<file path="src/rtl/div_pkg.sv">
`default_nettype none
// ============================================================================
// Module      : div_pkg
// Description : Shared command encodings, state type and width constant for
//               the iterative divider (the multiplier reuses the encodings).
// Revision    : 1.0 - initial release
// ============================================================================
package div_pkg;

  // Operand/result width of the HI/LO datapath
  localparam int WIDTH = 32;

  // DivCtrl / MulCtrl command encodings
  localparam logic [1:0] DIV_IDLE  = 2'b00;
  localparam logic [1:0] DIV_LOAD  = 2'b01;
  localparam logic [1:0] DIV_START = 2'b10;
  localparam logic [1:0] DIV_ACK   = 2'b11;

  // Divider control states
  typedef enum logic [1:0] {
    IDLE   = 2'b00,
    LOADED = 2'b01,
    RUN    = 2'b10,
    DONE   = 2'b11
  } div_state_e;

endpackage
`default_nettype wire

</file>
<file path="src/rtl/div_step.sv">
`default_nettype none
// ============================================================================
// Module      : div_step
// Description : One combinational restoring-division step. Shifts the next
//               dividend bit into the partial remainder and subtracts the
//               divisor when it fits, producing one quotient bit.
// Revision    : 1.0 - initial release
// ============================================================================
module div_step #(
  parameter int WIDTH = div_pkg::WIDTH
) (
  input  logic [WIDTH-1:0] r,
  input  logic             q_msb,
  input  logic [WIDTH-1:0] d,
  output logic [WIDTH-1:0] r_next,
  output logic             q_bit
);

  // The shifted remainder is formed one bit wider so the compare is exact even
  // though the top bit is always zero while the remainder stays below d.
  assign q_bit  = ({r, q_msb} >= {1'b0, d});
  assign r_next = q_bit ? WIDTH'({r, q_msb} - {1'b0, d})
                        : {r[WIDTH-2:0], q_msb};

endmodule
`default_nettype wire

</file>
<file path="src/rtl/div_unit.sv">
`default_nettype none
// ============================================================================
// Module      : div_unit
// Description : Iterative signed divider, one quotient bit per clock using a
//               restoring algorithm on operand magnitudes. Quotient goes to
//               Lo, remainder to Hi, with MIPS DIV sign rules.
// Revision    : 1.0 - initial release
// ============================================================================
module div_unit #(
  parameter int WIDTH = 32,
  parameter int ITER  = WIDTH
) (
  input  logic             clck,
  input  logic             reset,
  input  logic [1:0]       DivCtrl,
  input  logic [WIDTH-1:0] A,
  input  logic [WIDTH-1:0] B,
  output logic             DivZero,
  output logic             Busy,
  output logic             Done,
  output logic [WIDTH-1:0] Hi,
  output logic [WIDTH-1:0] Lo
);

  import div_pkg::*;

  localparam int            CW         = $clog2(ITER);
  localparam logic [CW-1:0] c_last_it  = CW'(ITER - 1);

  div_state_e       r_state;
  logic [WIDTH-1:0] r_a;      // latched dividend
  logic [WIDTH-1:0] r_b;      // latched divisor
  logic [WIDTH-1:0] r_q;      // dividend magnitude shifting out / quotient shifting in
  logic [WIDTH-1:0] r_r;      // partial remainder
  logic [WIDTH-1:0] r_d;      // divisor magnitude
  logic [CW-1:0]    r_cnt;
  logic             r_qneg;
  logic             r_rneg;

  logic [WIDTH-1:0] w_r_next;
  logic             w_q_bit;
  logic [WIDTH-1:0] w_q_final;
  logic [WIDTH-1:0] w_a_mag;
  logic [WIDTH-1:0] w_b_mag;

  div_step #(
    .WIDTH (WIDTH)
  ) u_step (
    .r      (r_r),
    .q_msb  (r_q[WIDTH-1]),
    .d      (r_d),
    .r_next (w_r_next),
    .q_bit  (w_q_bit)
  );

  // Magnitudes are taken as unsigned, so the most negative value maps to itself
  assign w_a_mag   = r_a[WIDTH-1] ? -r_a : r_a;
  assign w_b_mag   = r_b[WIDTH-1] ? -r_b : r_b;
  assign w_q_final = {r_q[WIDTH-2:0], w_q_bit};

  // Control FSM and datapath registers; a load overrides every state
  always_ff @(posedge clck) begin
    if (reset) begin
      r_state <= IDLE;
      r_a     <= '0;
      r_b     <= '0;
      r_q     <= '0;
      r_r     <= '0;
      r_d     <= '0;
      r_cnt   <= '0;
      r_qneg  <= 1'b0;
      r_rneg  <= 1'b0;
      DivZero <= 1'b0;
      Busy    <= 1'b0;
      Done    <= 1'b0;
      Hi      <= '0;
      Lo      <= '0;
    end else if (DivCtrl == DIV_LOAD) begin
      // Aborts any division in flight; Hi/Lo keep the last result
      r_a     <= A;
      r_b     <= B;
      DivZero <= (B == '0);
      Done    <= 1'b0;
      Busy    <= 1'b0;
      r_state <= LOADED;
    end else begin
      case (r_state)
        LOADED: begin
          // A zero divisor leaves the unit parked; control takes its exception path
          if (DivCtrl == DIV_START && !DivZero) begin
            r_q     <= w_a_mag;
            r_d     <= w_b_mag;
            r_r     <= '0;
            r_qneg  <= r_a[WIDTH-1] ^ r_b[WIDTH-1];
            r_rneg  <= r_a[WIDTH-1];
            r_cnt   <= '0;
            Busy    <= 1'b1;
            r_state <= RUN;
          end
        end
        RUN: begin
          r_r   <= w_r_next;
          r_q   <= w_q_final;
          r_cnt <= r_cnt + CW'(1);
          if (r_cnt == c_last_it) begin
            // Negating a zero remainder yields zero, so no special case is needed
            Lo      <= r_qneg ? -w_q_final : w_q_final;
            Hi      <= r_rneg ? -w_r_next  : w_r_next;
            Busy    <= 1'b0;
            Done    <= 1'b1;
            r_state <= DONE;
          end
        end
        DONE: begin
          if (DivCtrl == DIV_ACK) begin
            Done    <= 1'b0;
            r_state <= IDLE;
          end
        end
        default: begin
          r_state <= r_state;
        end
      endcase
    end
  end

endmodule
`default_nettype wire
</file>
<file path="config.mk">
export PLATFORM = sky130hd
export DESIGN_NAME = div_unit
export DESIGN_NICKNAME = d
export VERILOG_FILES = /design/src/rtl/div_pkg.sv /design/src/rtl/div_step.sv /design/src/rtl/div_unit.sv
export SDC_FILE = /design/constraint.sdc
export NUM_CORES = 1
export LEC_CHECK = 0
export CAP_MARGIN = 20
export CORE_AREA = 2 2 219 221
export CTS_BUF_LIST = sky130_fd_sc_hd__clkbuf_16
export DETAILED_ROUTE_END_ITERATION = 7
export DIE_AREA = 0 0 221 223
export PLACE_DENSITY_LB_ADDON = 0.15
export SYNTH_ARGS = -nofsm -noshare
export SYNTH_HDL_FRONTEND = slang
export SYNTH_SLANG_ARGS = --single-unit
</file>
<file path="constraint.sdc">
create_clock -name clck -period 4.51 [get_ports clck]
set_input_delay 1.1275 -clock clck [delete_from_list [all_inputs] [get_ports clck]]
set_output_delay 1.1275 -clock clck [all_outputs]
set_load 0.05 [all_outputs]
</file>
* After elaboration in Yosys (flattened, before gate mapping)
Index checks and enable logic that the tools add are counted.
Word-level totals: bits of input ports 68, memories kept 0, bits in writable memories 0, memory bits (read-only) 0, bits in latches 0, register bits after elaboration 236
Operators by class: div/mod/pow operators 0, $mul 0, reduce and logical (&&, ||, !) cells 15, bitwise operators 2, $lt $le $gt $ge 1, multiplexer cells 22, equality and inequality tests 13, shifts and indexed selects 0, add/sub/neg operators 6
Operators by type and width (number):
- $mux W32 | 7
- $neg A32 Y32 | 4
- $pmux W32 S2 | 2
- $ge A33 B32 Y1 | 1
- $logic_not A32 Y1 | 1
- $sub A32 B32 Y32 | 1
- $reduce_and A3 Y1 | 5
- $pmux W5 S2 | 1
- $ne A3 B3 Y1 const B | 3
- $eq A2 B2 Y1 const B | 4
- $reduce_and A4 Y1 | 2
- $mux W2 | 3
- $ne A2 B2 Y1 const B | 3
- $pmux W2 S3 | 1
- $add A5 B1 Y5 const B | 1
- $eq A5 B5 Y1 const B | 1
- $mux W1 | 5
- $mux W5 | 1
- $eq A2 B1 Y1 const B | 2
- $pmux W1 S2 | 2
- $reduce_bool A2 Y1 | 2
- $reduce_bool A4 Y1 | 1
- $reduce_bool A3 Y1 | 1
- $reduce_or A2 Y1 | 1
- other kinds (4) | 4

* Depth between registers and ports, before layout
word-level depth 5, depth in mapped cells 24

* By module
From an unflattened synthesis, not the netlist that was laid out.
Second synthesis, totals: cells, all modules 1740, area total of the unflattened synthesis 13883.3 um2
Modules (own cells, without submodules):
- div_unit | area each 11517.3 um2, cells each 1426, instances 1
- div_step | area each 2366.0 um2, cells each 314, instances 1

* Worst setup path after synthesis
No wires, ideal clock.
path type reg-to-reg, start point register r_d[6], end point register Hi[24], stages on the path, launching flop included 24, period minus slack after synthesis 4.830 ns, required time 4.393 ns, slack -0.320 ns, arrival 4.713 ns, path through dfxtp_1 > inv_1 > ha_1 > buf_2 > nand2_1 > or4_1 > and4bb_1 > or3_4 > or2_4 > buf_6 > clkbuf_1 > clkbuf_1 > clkbuf_1 > a21oi_1 > inv_1 > ha_1 > inv_1 > a211oi_1 > and4_1 > o221ai_2 > or3_4 > o31ai_1 > xnor2_1 > a22o_1
On the way: longest elaborated chain between the ends 4, elaborated cells on any way between the ends 5, those cells by class add/sub (2); order compare (1); mux (2)
RTL lines:
- start: declaration | line div_unit.sv:35 | logic [WIDTH-1:0] r_d;
- start signal: assignment | line div_unit.sv:92 | r_d <= w_b_mag;
- $sub A32 B32 Y32 or $ge A33 B32 Y1 (tied branches) | line div_step.sv:22, div_step.sv:21
- $mux W32 (*) | line div_step.sv:22 | assign r_next = q_bit ? WIDTH'({r, q_msb} - {1'b0, d})
- $neg A32 Y32 | line div_unit.sv:108 | Hi <= r_rneg ? -w_r_next : w_r_next;
- $mux W32 (*) | line div_unit.sv:108
- end signal: assignment | line div_unit.sv:108
- end: declaration | line div_unit.sv:21 | output logic [WIDTH-1:0] Hi,
Mark *: on every way between the ends. The rest lies on a longest branch, timed or not. A chain may end at the register's enable or synchronous reset.

* Worst setup path after layout
start point register r_d[0], end point register Hi[25]
Same word-level chain as after synthesis.

==> run_results.csv <==
group,metric,value,unit
sta,slew_headroom,29.0,%
global_routing,grt_pass1_wl,74100,um
setup_path,crit_fanout,4,
detailed_routing,postRouteAntennaNets,0,
die,die_x,221,um
die,coreArea,0.0471,mm2
synthesis,yosysWarnings,0,
detailed_routing,initialDrtViolationCount,920,
clocking,cts_sinks,236,
detailed_routing,drc_errors,0,
placement,gp_congestion,0.900,
cells_and_area,drive_gt1_share,7.57,%
cells_and_area,register_area,0.00472,mm2
synthesis,yosys.area.top_type,"dfxtp_1",
die,ioPinCount,135,
setup_path,path_class,"flip-flop to flip-flop",
setup_path,crit_top_cell,"a21oi_1",
setup_path,r2r-end,"Hi[25]",
synthesis,yosys-top-cells-area,"dfxtp_1, nand2_1, a21oi_1",
sta,min_period_over_period,96.9,%
synthesis,syn_avg_cell_area,7.53,um2
sta,finalHoldViolCount,0,
clocking,cts_max_path_buffers,3,
detailed_routing,drtPass1Iterations,5,
global_routing,antenna_found_initial,0,
setup_path,crit_arrival,4.90,ns
clocking,ctsHoldBuffers,0,
clocking,numCtsBuffers,29,
cells_and_area,nNetsFinal,2046,
sta,fin_crit,4.37,ns
setup_path,critPathLaunchType,"flip-flop",
synthesis,netlist_instances,1846,
sta,finalClockSkew,0.00804,ns
detailed_routing,wirelength,47700,um
cells_and_area,area_growth,21.8,%
cells_and_area,fillerInstances,4961,
cells_and_area,utilization,35.9,%
setup_path,ff2ff_setup_slack,0.14,ns
die,die-area,0.0493,mm2
synthesis,ys_async_sr_fraction,0,%
setup_path,ff2ff_path_depth,14,
setup_path,critPathMaxStageDelay,0.50,ns
synthesis,synth.distinct_cells,81,
die,die_h,223,um
synthesis,synth-edff-count,0,
clocking,cts_tree,"done",
setup_path,crit_path_cell_trace,"ha_1 > inv_1 > fa_1 > a21o_1 > a311o_1 > a21oi_1 > a21oi_1 > nor2b_1 > xnor2_1 > o31a_1 > nor3_2 > or4b_1 > a2111o_1 > nand3_1",
synthesis,synthFlopType,"dfxtp_1",
placement,dp_cells,2518,
setup_path,r2r_start,"r_d[0]",
placement,hpwl,36100,um
die,initial_core_util,29.5,%
worst_hold_path,hold_start,"Hi[6]",
clocking,root_buffer,"clkbuf_16",
synthesis,seq_area_frac_synth,34.0,%
clocking,clk_pin_slew,0.06,ns
cells_and_area,fin_cells,2571,
flow_run,maxCapViolations,0,
die,core.rowCount,80,
power_and_ir_drop,p_per_area,431,mW/mm2
setup_path,slowest_stage,"or4b_1",
synthesis,syn_area,0.0139,mm2
worst_hold_path,hp-class,"flip-flop to flip-flop",
detailed_routing,vias_per_cell,5.17,
global_routing,grt_max_degree,109,
power_and_ir_drop,peakVddDrop,0.391,mV
synthesis,synth_most_common_cell,"nand2_1",
setup_path,crit_path_end_kind,"flip-flop",
sta,tightest_slew,1.06,ns
outcome,outcome,"finished clean",
sta,maxSlewViolCount,0,
sta,max_freq,0.229,GHz
placement,port_buffers,134,
synthesis,synth_common_cells,"nand2_1, dfxtp_1, a21oi_1",
synthesis,ys_ff_latch,236,
setup_path,required,5.04,ns
clocking,htreeDepth,1,
sta,setup_violations,0,
synthesis,synthDominantCellAreaShare,34.0,%
setup_path,cp-endpoint,"Hi[25]",
synthesis,syn-num-nets,1958,
power_and_ir_drop,power_leakage,6.07,nW
cells_and_area,diodes,0,
setup_path,crit_start,"r_d[0]",
global_routing,grt-ovfl-total,0,
cells_and_area,multi_input_area,0.00862,mm2
global_routing,first_global_vias,12450,
global_routing,grt.total_usage,18.8,%
clocking,insertion_delay,0.58,ns
detailed_routing,vias,13292,
detailed_routing,post_drt_wl_per_cell,18.6,um
final cells by class:
cell class | count | area share [%]
Multi-Input combinational cell | 1438 | 50.9
Sequential cell | 236 | 27.9
Timing Repair Buffer | 180 | 10.0
Tap cell | 615 | 4.54
Clock buffer | 29 | 4.29
Clock inverter | 24 | 1.21
Inverter | 49 | 1.10
where the power goes:
part	leakage [nW]	total, mW	internal [mW]	switching [mW]
clock network	0.476	2.31	1.34	0.972
logic	3.69	2.75	0.954	1.80
registers	1.91	2.23	2.15	0.0837
worst max-delay path: cells and delay by family (launching register included):
kind / cells / cell delay (ns)
DFF: 1 / 0.43
and+or+nand+nor: 4 / 1.17
AOI/OAI and AO/OA: 6 / 1.82
buffers and inverters: 1 / 0.06
adders and majority gates: 2 / 0.63
xor gates and xnor gates: 1 / 0.18
stage by stage:
step / TNS [ns] / instance area, um2 / hold WS (ns) / power [mW] / worst slack [ns]
4_1_cts: 0 / 16900 / 0.459 / 7.33 / 0.0258
5_1_grt: -0.00245 / 16900 / 0.474 / 7.70 / -0.00245
3_3_place_gp: 0 / 15900 / 0.445 / 5.00 / 0.162
2_1_floorplan: 0 / 13900 / 0.436 / 4.17 / 0.000205
3_5_place_dp: 0 / 15900 / 0.450 / 4.98 / 0.0559
6_report: 0 / 16900 / 0.453 / 7.30 / 0.140
cell usage in the layout, fill, tap and decap left out, types with 15 or more instances in the layout:
master,instances
a22oi_1,29
a211oi_1,78
or4_1,22
xnor2_1,35
mux2i_1,15
nor4_1,18
or3_1,20
clkdlybuf4s50_1,133
o41ai_1,16
xor2_1,96
ha_1,31
inv_1,51
a21oi_1,184
dfxtp_1,236
o21ai_0,99
nor2_1,171
clkbuf_16,29
o31ai_1,27
nand3_1,28
nand2_1,353
buf_4,45
nor3_1,30
flip-flops by register name (all words and copies together), names as in the netlist, 5 cells and up:
register,cells
Hi,32
Lo,32
r_a,32
r_b,32
r_d,32
r_q,32
r_r,32
r_cnt,5
routing by layer:
layer	routed length, um	GRT usage [%]	up-vias
li1	-	-	6715
met3	2310	3.40	58
met4	1010	4.55	0
met5	0	0	-
met1	23700	26.9	6236
met2	20600	29.1	283
how the worst min path moves through the flow:
| stage | to | slack (ns) | cells past startpoint |
|---|---|---|---|
| CTS | Hi[6] | 0.46 | 2 |
| global placement | Hi[7] | 0.44 | 2 |
| detailed placement | Hi[6] | 0.45 | 2 |
| global route | Hi[19] | 0.47 | 2 |
| finish | Hi[6] | 0.45 | 2 |
| floorplan | r_cnt[4] | 0.44 | 2 |
cell families after synthesis:
kind of cell               count (synthesis)  share of synthesized area, %
buffers and inverters                    172                          4.96
and+or+nand+nor                          723                          23.6
DFF                                      236                          34.0
adders and majority gates                 44                          4.01
xor gates and xnor gates                 131                          8.25
AOI/OAI and AO/OA                        523                          24.0
muxes                                     17                          1.23
what timing repair did:
item,in CTS,in global routing
setup endpoints to repair,0,9
buffers inserted,0,0
resized for setup,0,22
Power figures use the tool's default switching activity.
